### src/rtl/calc3_req_arbiter.sv
// Front-end scheduler for calc3: per-port request FIFOs feeding a single
// round-robin issue register with valid/ready handshake toward the execution pipe.
module calc3_req_arbiter #(
   parameter int DEPTH = 4,
   parameter int DW    = 32
) (
   input  logic            clk,
   input  logic            reset,
   input  logic [15:0]     req_cmd,
   input  logic [4*DW-1:0] req_data,
   input  logic [15:0]     req_d1,
   input  logic [15:0]     req_d2,
   input  logic [15:0]     req_r1,
   input  logic [7:0]      req_tag,
   output logic            iss_valid,
   input  logic            iss_ready,
   output logic [1:0]      iss_port,
   output logic [3:0]      iss_cmd,
   output logic [DW-1:0]   iss_data,
   output logic [3:0]      iss_d1,
   output logic [3:0]      iss_d2,
   output logic [3:0]      iss_r1,
   output logic [1:0]      iss_tag,
   output logic [3:0]      ovf_err,
   output logic            busy
);

   localparam int AW = $clog2(DEPTH);
   localparam int CW = AW + 1;

   typedef struct packed {
      logic [3:0]    cmd;
      logic [DW-1:0] data;
      logic [3:0]    d1;
      logic [3:0]    d2;
      logic [3:0]    r1;
      logic [1:0]    tag;
   } entry_t;

   entry_t     head [4];
   logic [3:0] nonempty;
   logic [3:0] ovf_set;

   logic       load;
   logic       grant_valid;
   logic [1:0] grant_idx;

   logic       iss_valid_q;
   logic [1:0] iss_port_q;
   entry_t     iss_entry_q;
   logic [1:0] last_q;
   logic [3:0] ovf_q;

   assign load = !iss_valid_q || iss_ready;

   // Per-port FIFO; a full FIFO still accepts a push when it is popped on the same edge.
   genvar gi;
   generate
      for (gi = 0; gi < 4; gi++) begin : g_port
         entry_t        mem_q [DEPTH];
         entry_t        in_entry;
         logic [AW-1:0] wr_ptr_q;
         logic [AW-1:0] rd_ptr_q;
         logic [CW-1:0] count_q;
         logic [CW-1:0] count_d;
         logic          has_req;
         logic          full;
         logic          push;
         logic          pop;

         assign in_entry.cmd  = req_cmd[4*gi +: 4];
         assign in_entry.data = req_data[DW*gi +: DW];
         assign in_entry.d1   = req_d1[4*gi +: 4];
         assign in_entry.d2   = req_d2[4*gi +: 4];
         assign in_entry.r1   = req_r1[4*gi +: 4];
         assign in_entry.tag  = req_tag[2*gi +: 2];

         assign has_req      = in_entry.cmd != 4'd0;
         assign full         = count_q == CW'(DEPTH);
         assign pop          = load && grant_valid && (grant_idx == 2'(gi));
         assign push         = has_req && (!full || pop);
         assign ovf_set[gi]  = has_req && full && !pop;
         assign nonempty[gi] = count_q != '0;
         assign head[gi]     = mem_q[rd_ptr_q];

         always_comb begin
            count_d = count_q;
            if (push && !pop) begin
               count_d = count_q + CW'(1);
            end else if (pop && !push) begin
               count_d = count_q - CW'(1);
            end
         end

         always_ff @(posedge clk) begin
            if (!reset) begin
               wr_ptr_q <= '0;
               rd_ptr_q <= '0;
               count_q  <= '0;
            end else begin
               count_q <= count_d;
               if (push) begin
                  wr_ptr_q <= wr_ptr_q + AW'(1);
               end
               if (pop) begin
                  rd_ptr_q <= rd_ptr_q + AW'(1);
               end
            end
         end

         // Storage carries no reset: occupancy gates every read.
         always_ff @(posedge clk) begin
            if (reset && push) begin
               mem_q[wr_ptr_q] <= in_entry;
            end
         end
      end
   endgenerate

   // Round-robin scan starting just after the last granted port.
   always_comb begin
      logic [1:0] idx;
      grant_valid = 1'b0;
      grant_idx   = last_q;
      idx         = last_q;
      for (int k = 1; k <= 4; k++) begin
         idx = last_q + 2'(k);
         if (!grant_valid && nonempty[idx]) begin
            grant_valid = 1'b1;
            grant_idx   = idx;
         end
      end
   end

   always_ff @(posedge clk) begin
      if (!reset) begin
         iss_valid_q <= 1'b0;
         iss_port_q  <= 2'd0;
         iss_entry_q <= '0;
         last_q      <= 2'd3;
         ovf_q       <= 4'd0;
      end else begin
         ovf_q <= ovf_q | ovf_set;
         if (load) begin
            iss_valid_q <= grant_valid;
            if (grant_valid) begin
               iss_entry_q <= head[grant_idx];
               iss_port_q  <= grant_idx;
               last_q      <= grant_idx;
            end
         end
      end
   end

   assign iss_valid = iss_valid_q;
   assign iss_port  = iss_port_q;
   assign iss_cmd   = iss_entry_q.cmd;
   assign iss_data  = iss_entry_q.data;
   assign iss_d1    = iss_entry_q.d1;
   assign iss_d2    = iss_entry_q.d2;
   assign iss_r1    = iss_entry_q.r1;
   assign iss_tag   = iss_entry_q.tag;
   assign ovf_err   = ovf_q;
   assign busy      = (|nonempty) || iss_valid_q;

endmodule

### config.mk
export PLATFORM = sky130hd
export DESIGN_NAME = calc3_req_arbiter
export DESIGN_NICKNAME = d
export VERILOG_FILES = /design/src/rtl/calc3_req_arbiter.sv
export SDC_FILE = /design/constraint.sdc
export NUM_CORES = 1
export LEC_CHECK = 0
export ABC_AREA = 1
export CAP_MARGIN = 20
export CORE_MARGIN = 2
export CORE_UTILIZATION = 40
export DETAILED_ROUTE_END_ITERATION = 8
export PLACE_DENSITY = 0.58
export SYNTH_ARGS = -nofsm -noshare
export SYNTH_HDL_FRONTEND = slang
export SYNTH_SLANG_ARGS = --single-unit
export TNS_END_PERCENT = 50
### constraint.sdc
create_clock -name clk -period 4.9 [get_ports clk]
set_input_delay 0.735 -clock clk [delete_from_list [all_inputs] [get_ports clk]]
set_output_delay 0.735 -clock clk [all_outputs]
set_load 0.05 [all_outputs]
==> impl_summary.log <==
[metrics] post-synthesis to final-layout area growth: 18.8%
[metrics] die boundary height: 302 µm
[metrics] number of DRC markers in iteration 0: 2115
[metrics] clock tree root driver cell: sky130_fd_sc_hd__clkbuf_16
[metrics] R2R Path End: g_port[1].mem_q[1][3]
[metrics] placeable core region: 88200 µm²
[metrics] post-synth design cell area: 35600 µm²
[metrics] Peak Freq: 267 MHz
[metrics] hold violation total from the final report: 0
[metrics] maximum resistive drop on vdd: between 0.0008 and 0.0009 V
[metrics] FP Rows: 109
[metrics] drt wl/cell: 22.0 µm
[metrics] Warnings, synthesis: 0
[metrics] sum of negative setup slack: 0 ns
[metrics] Slew Viols, Final: 0
[metrics] utilization of the core after routing: between 40% and 50%
[metrics] Fillers: 7693
[metrics] final setup skew: 0.0205 ns
[metrics] post-layout instance count excluding filler cells: ~4300
[metrics] count of instances resized after the clock tree is built: 0
[metrics] worst-case register-to-register setup slack: 1.16 ns
[metrics] maximum number of pins on one net before global-route repair: 148
[metrics] Die Footprint: 91300 µm²
[metrics] number of buffers inserted by port buffering: 260
[metrics] average cell area after synthesis: 12.3 µm²
[metrics] Combinational Power Share: 36.1%
[metrics] wire length of the first global-routing pass: about 140 mm
[metrics] most common cell after layout, fill and taps aside: sky130_fd_sc_hd__edfxtp_1
[metrics] number of register bits inferred by synthesis: 895
[metrics] leakage power summed over all cells: 14.9 nW
[metrics] hold path endpoint: ovf_err[1]
[metrics] type of the tightest min-delay check: flop to flop
[metrics] Worst setup EP type: flop
[metrics] Final Cell Area: 42200 µm²
[metrics] clk slew on worst S/H paths: 0.06 ns
[metrics] # clock sinks: 895
[metrics] routability congestion estimate: 0.811
[metrics] global-route total usage across every layer: approximately 21%
[metrics] Final HPWL DP: slightly above 60 mm
[metrics] remaining number of nets flagged by the antenna check after routing: 0
[metrics] DP Cell Count: between 4000 and 5000
[metrics] Post-Place Worst Slack: roughly 1.1 ns
[metrics] layout cell share with drive strength beyond 1: 7.68%
[metrics] initial core utilization: 40.3%
[metrics] WP data arrival: 4.03 ns
[metrics] number of global-route vias before repair: 22500
[metrics] total placed instance area: 39300 µm²
[metrics] Worst-Skew Late Latency: 0.65 ns
[metrics] PnR worst setup slack: about 1.2 ns
[metrics] launch point of the worst hold path: ovf_err[1]
[metrics] Fin Hold WS: roughly 0.46 ns
[metrics] Final #Nets: 3331
[metrics] slew at the pin with the worst max-slew slack: 1.05 ns
[metrics] floorplan die width: 302 µm
[metrics] Total Power Consumption: ~27 mW
[metrics] total via count after detailed routing: ~23000
[metrics] via density per instance: 5.33
[metrics] Remaining DRCs: 0
[metrics] critical path start-end classification: flop to flop
[metrics] Pint: roughly 16 mW
[metrics] count of final setup violators: 0
[metrics] highest-count cells in the layout ignoring fill and taps: sky130_fd_sc_hd__edfxtp_1 (800), sky130_fd_sc_hd__nand2_1 (626), sky130_fd_sc_hd__o21ai_0 (313)
[metrics] source of the worst register-to-register timing path: last_q[0]
[metrics] worst max-slew margin expressed relative to the limit: 30.0%
[metrics] required time reported for the critical path endpoint: 5.18 ns
[metrics] Net Sw Power: 10.4 mW
[metrics] Post-Syn Instances: 2881
[metrics] shortest clock period the worst path allows after layout: 3.74 ns
[metrics] count of cells along the worst hold path: 2
[metrics] WL final: around 96 mm
[metrics] First-pass DRT Iterations: 7
[metrics] buffers from clock root to sink, at most: 3
[metrics] nets in the synthesized netlist: 3108
[metrics] clock tree from TritonCTS: yes
[metrics] clock network power share: 25.0%
[metrics] Overflow after GRT: 0
[metrics] switching portion of total power: 39.0%
[metrics] Max Cap Viol: 0
[metrics] worst-path maximum fanout: 52
[metrics] number of top-level pins: 261
[metrics] RSZ-0062 raised after global routing: false
[metrics] TritonCTS buffer count: 93
[metrics] status: complete, no violations
[metrics] reg2reg path depth: 15
[metrics] sequential cell fraction of total power: a little under 40%
[metrics] number of antenna violations at the first check in global routing: 20
[metrics] CTS H-Tree Depth: 3
[metrics] startpoint types: flop
[metrics] number of different library cells in the post-synthesis netlist: 39
[metrics] # hold bufs at CTS: 0
[metrics] power density relative to cell area: around 630 nW/µm²
[metrics] final period utilization: roughly 76%
[metrics] Post-CTS Repair Setup Buffers: 0
[metrics] Seq/Total Area, Yosys: 72.9%
## cell type report
class                      count  area, µm²  share of cell area, %
clock buffer                 117       2470                   5.85
inverter                     113        434                   1.03
antenna                        5       12.5                 0.0296
tap                         1165       1460                   3.45
sequential                   895      25900                   61.4
timing repair buffer         301       2930                   6.94
clock inverter                52        418                  0.989
multi-input combinational   1700       8570                   20.3
## layer usage
layer / GRT usage (%) / wire (µm) / vias up / share of wire [%]
met5: 0 / 168 / - / 0.18
met4: 4.79 / 1890 / 30 / 2.0
met3: 4.65 / 7140 / 140 / 7.4
met2: 32.5 / 44200 / 626 / 46
met1: 29.3 / 42400 / 11500 / 44
li1: - / - / 10800 / -
## cell families after synthesis
logic type / Yosys count / synth area share, %
and+or+nand+nor: 1015 / 11.7
DFF: 895 / 72.9
AOI/OAI and AO/OA: 655 / 10.9
buffers and inverters: 286 / 3.34
adders and majority gates: 24 / 0.929
xor gates and xnor gates: 6 / 0.148
## how the worst max path moves through the flow
| stage | cells after the start | from | end | slack [ns] |
|---|---|---|---|---|
| global placement | 9 | iss_ready | g_port[3].mem_q[0][7] | 1.08 |
| floorplan | 9 | iss_ready | g_port[0].mem_q[0][0] | 0.55 |
| finish | 15 | last_q[0] | g_port[1].mem_q[1][3] | 1.16 |
| detailed placement | 9 | iss_ready | g_port[2].mem_q[3][11] | 1.08 |
| CTS | 15 | last_q[0] | g_port[1].mem_q[1][4] | 1.11 |
| global route | 15 | last_q[0] | g_port[1].mem_q[1][43] | 0.80 |
## worst max-delay path, stage by stage (launching register included)
cell                      delay, ns
sky130_fd_sc_hd__dfxtp_1       0.62
sky130_fd_sc_hd__inv_6         0.10
sky130_fd_sc_hd__nand2_2       0.10
sky130_fd_sc_hd__nand2_4       0.08
sky130_fd_sc_hd__nand3_2       0.09
sky130_fd_sc_hd__nand2_2       0.10
sky130_fd_sc_hd__nand2_1       0.10
sky130_fd_sc_hd__nand3_1       0.16
sky130_fd_sc_hd__nand2_8       0.36
sky130_fd_sc_hd__nand3_4       0.17
sky130_fd_sc_hd__nand2_2       0.14
sky130_fd_sc_hd__inv_2         0.05
sky130_fd_sc_hd__nor2_2        0.09
sky130_fd_sc_hd__nand2_1       0.23
sky130_fd_sc_hd__nor2_4        0.33
sky130_fd_sc_hd__buf_4         0.57
## synth_stat cells, drive strengths merged
cell | count | area share (%)
clkbuf | 132 | 1.4
a32o | 92 | 2.6
clkinv | 1 | 0.011
nand3 | 91 | 1.5
ha | 20 | 0.70
nor3 | 4 | 0.056
o211ai | 1 | 0.021
o22ai | 108 | 1.9
xor2 | 6 | 0.15
inv | 112 | 1.2
nor2 | 270 | 3.0
a31oi | 3 | 0.053
buf | 41 | 0.74
nand2 | 640 | 6.9
o21ai | 322 | 4.5
dfxtp | 95 | 5.3
nand4 | 3 | 0.14
a21oi | 129 | 1.8
or2 | 1 | 0.018
fa | 4 | 0.23
edfxtp | 800 | 68
nor4 | 6 | 0.11
## flip-flops by register name, indices dropped and copies added, names as in the netlist, named ones only
register         count
ovf_err              4
last_q               2
iss_valid            1
iss_r1               4
iss_cmd              4
g_port.mem_q       800
g_port.rd_ptr_q      8
iss_d2               4
iss_tag              2
iss_data            32
iss_d1               4
g_port.wr_ptr_q      8
iss_port             2
g_port.count_q      12
## power by group through the flow
stage	combinational [mW]	sequential, mW	clock (mW)
2_1_floorplan	6.07	10.8	0
3_3_place_gp	9.51	10.5	0
3_5_place_dp	9.67	10.5	0
4_1_cts	9.70	10.4	6.83
5_1_grt	10.7	10.5	7.13
6_report	9.65	10.4	6.69
(Power assumes the default switching activity.)
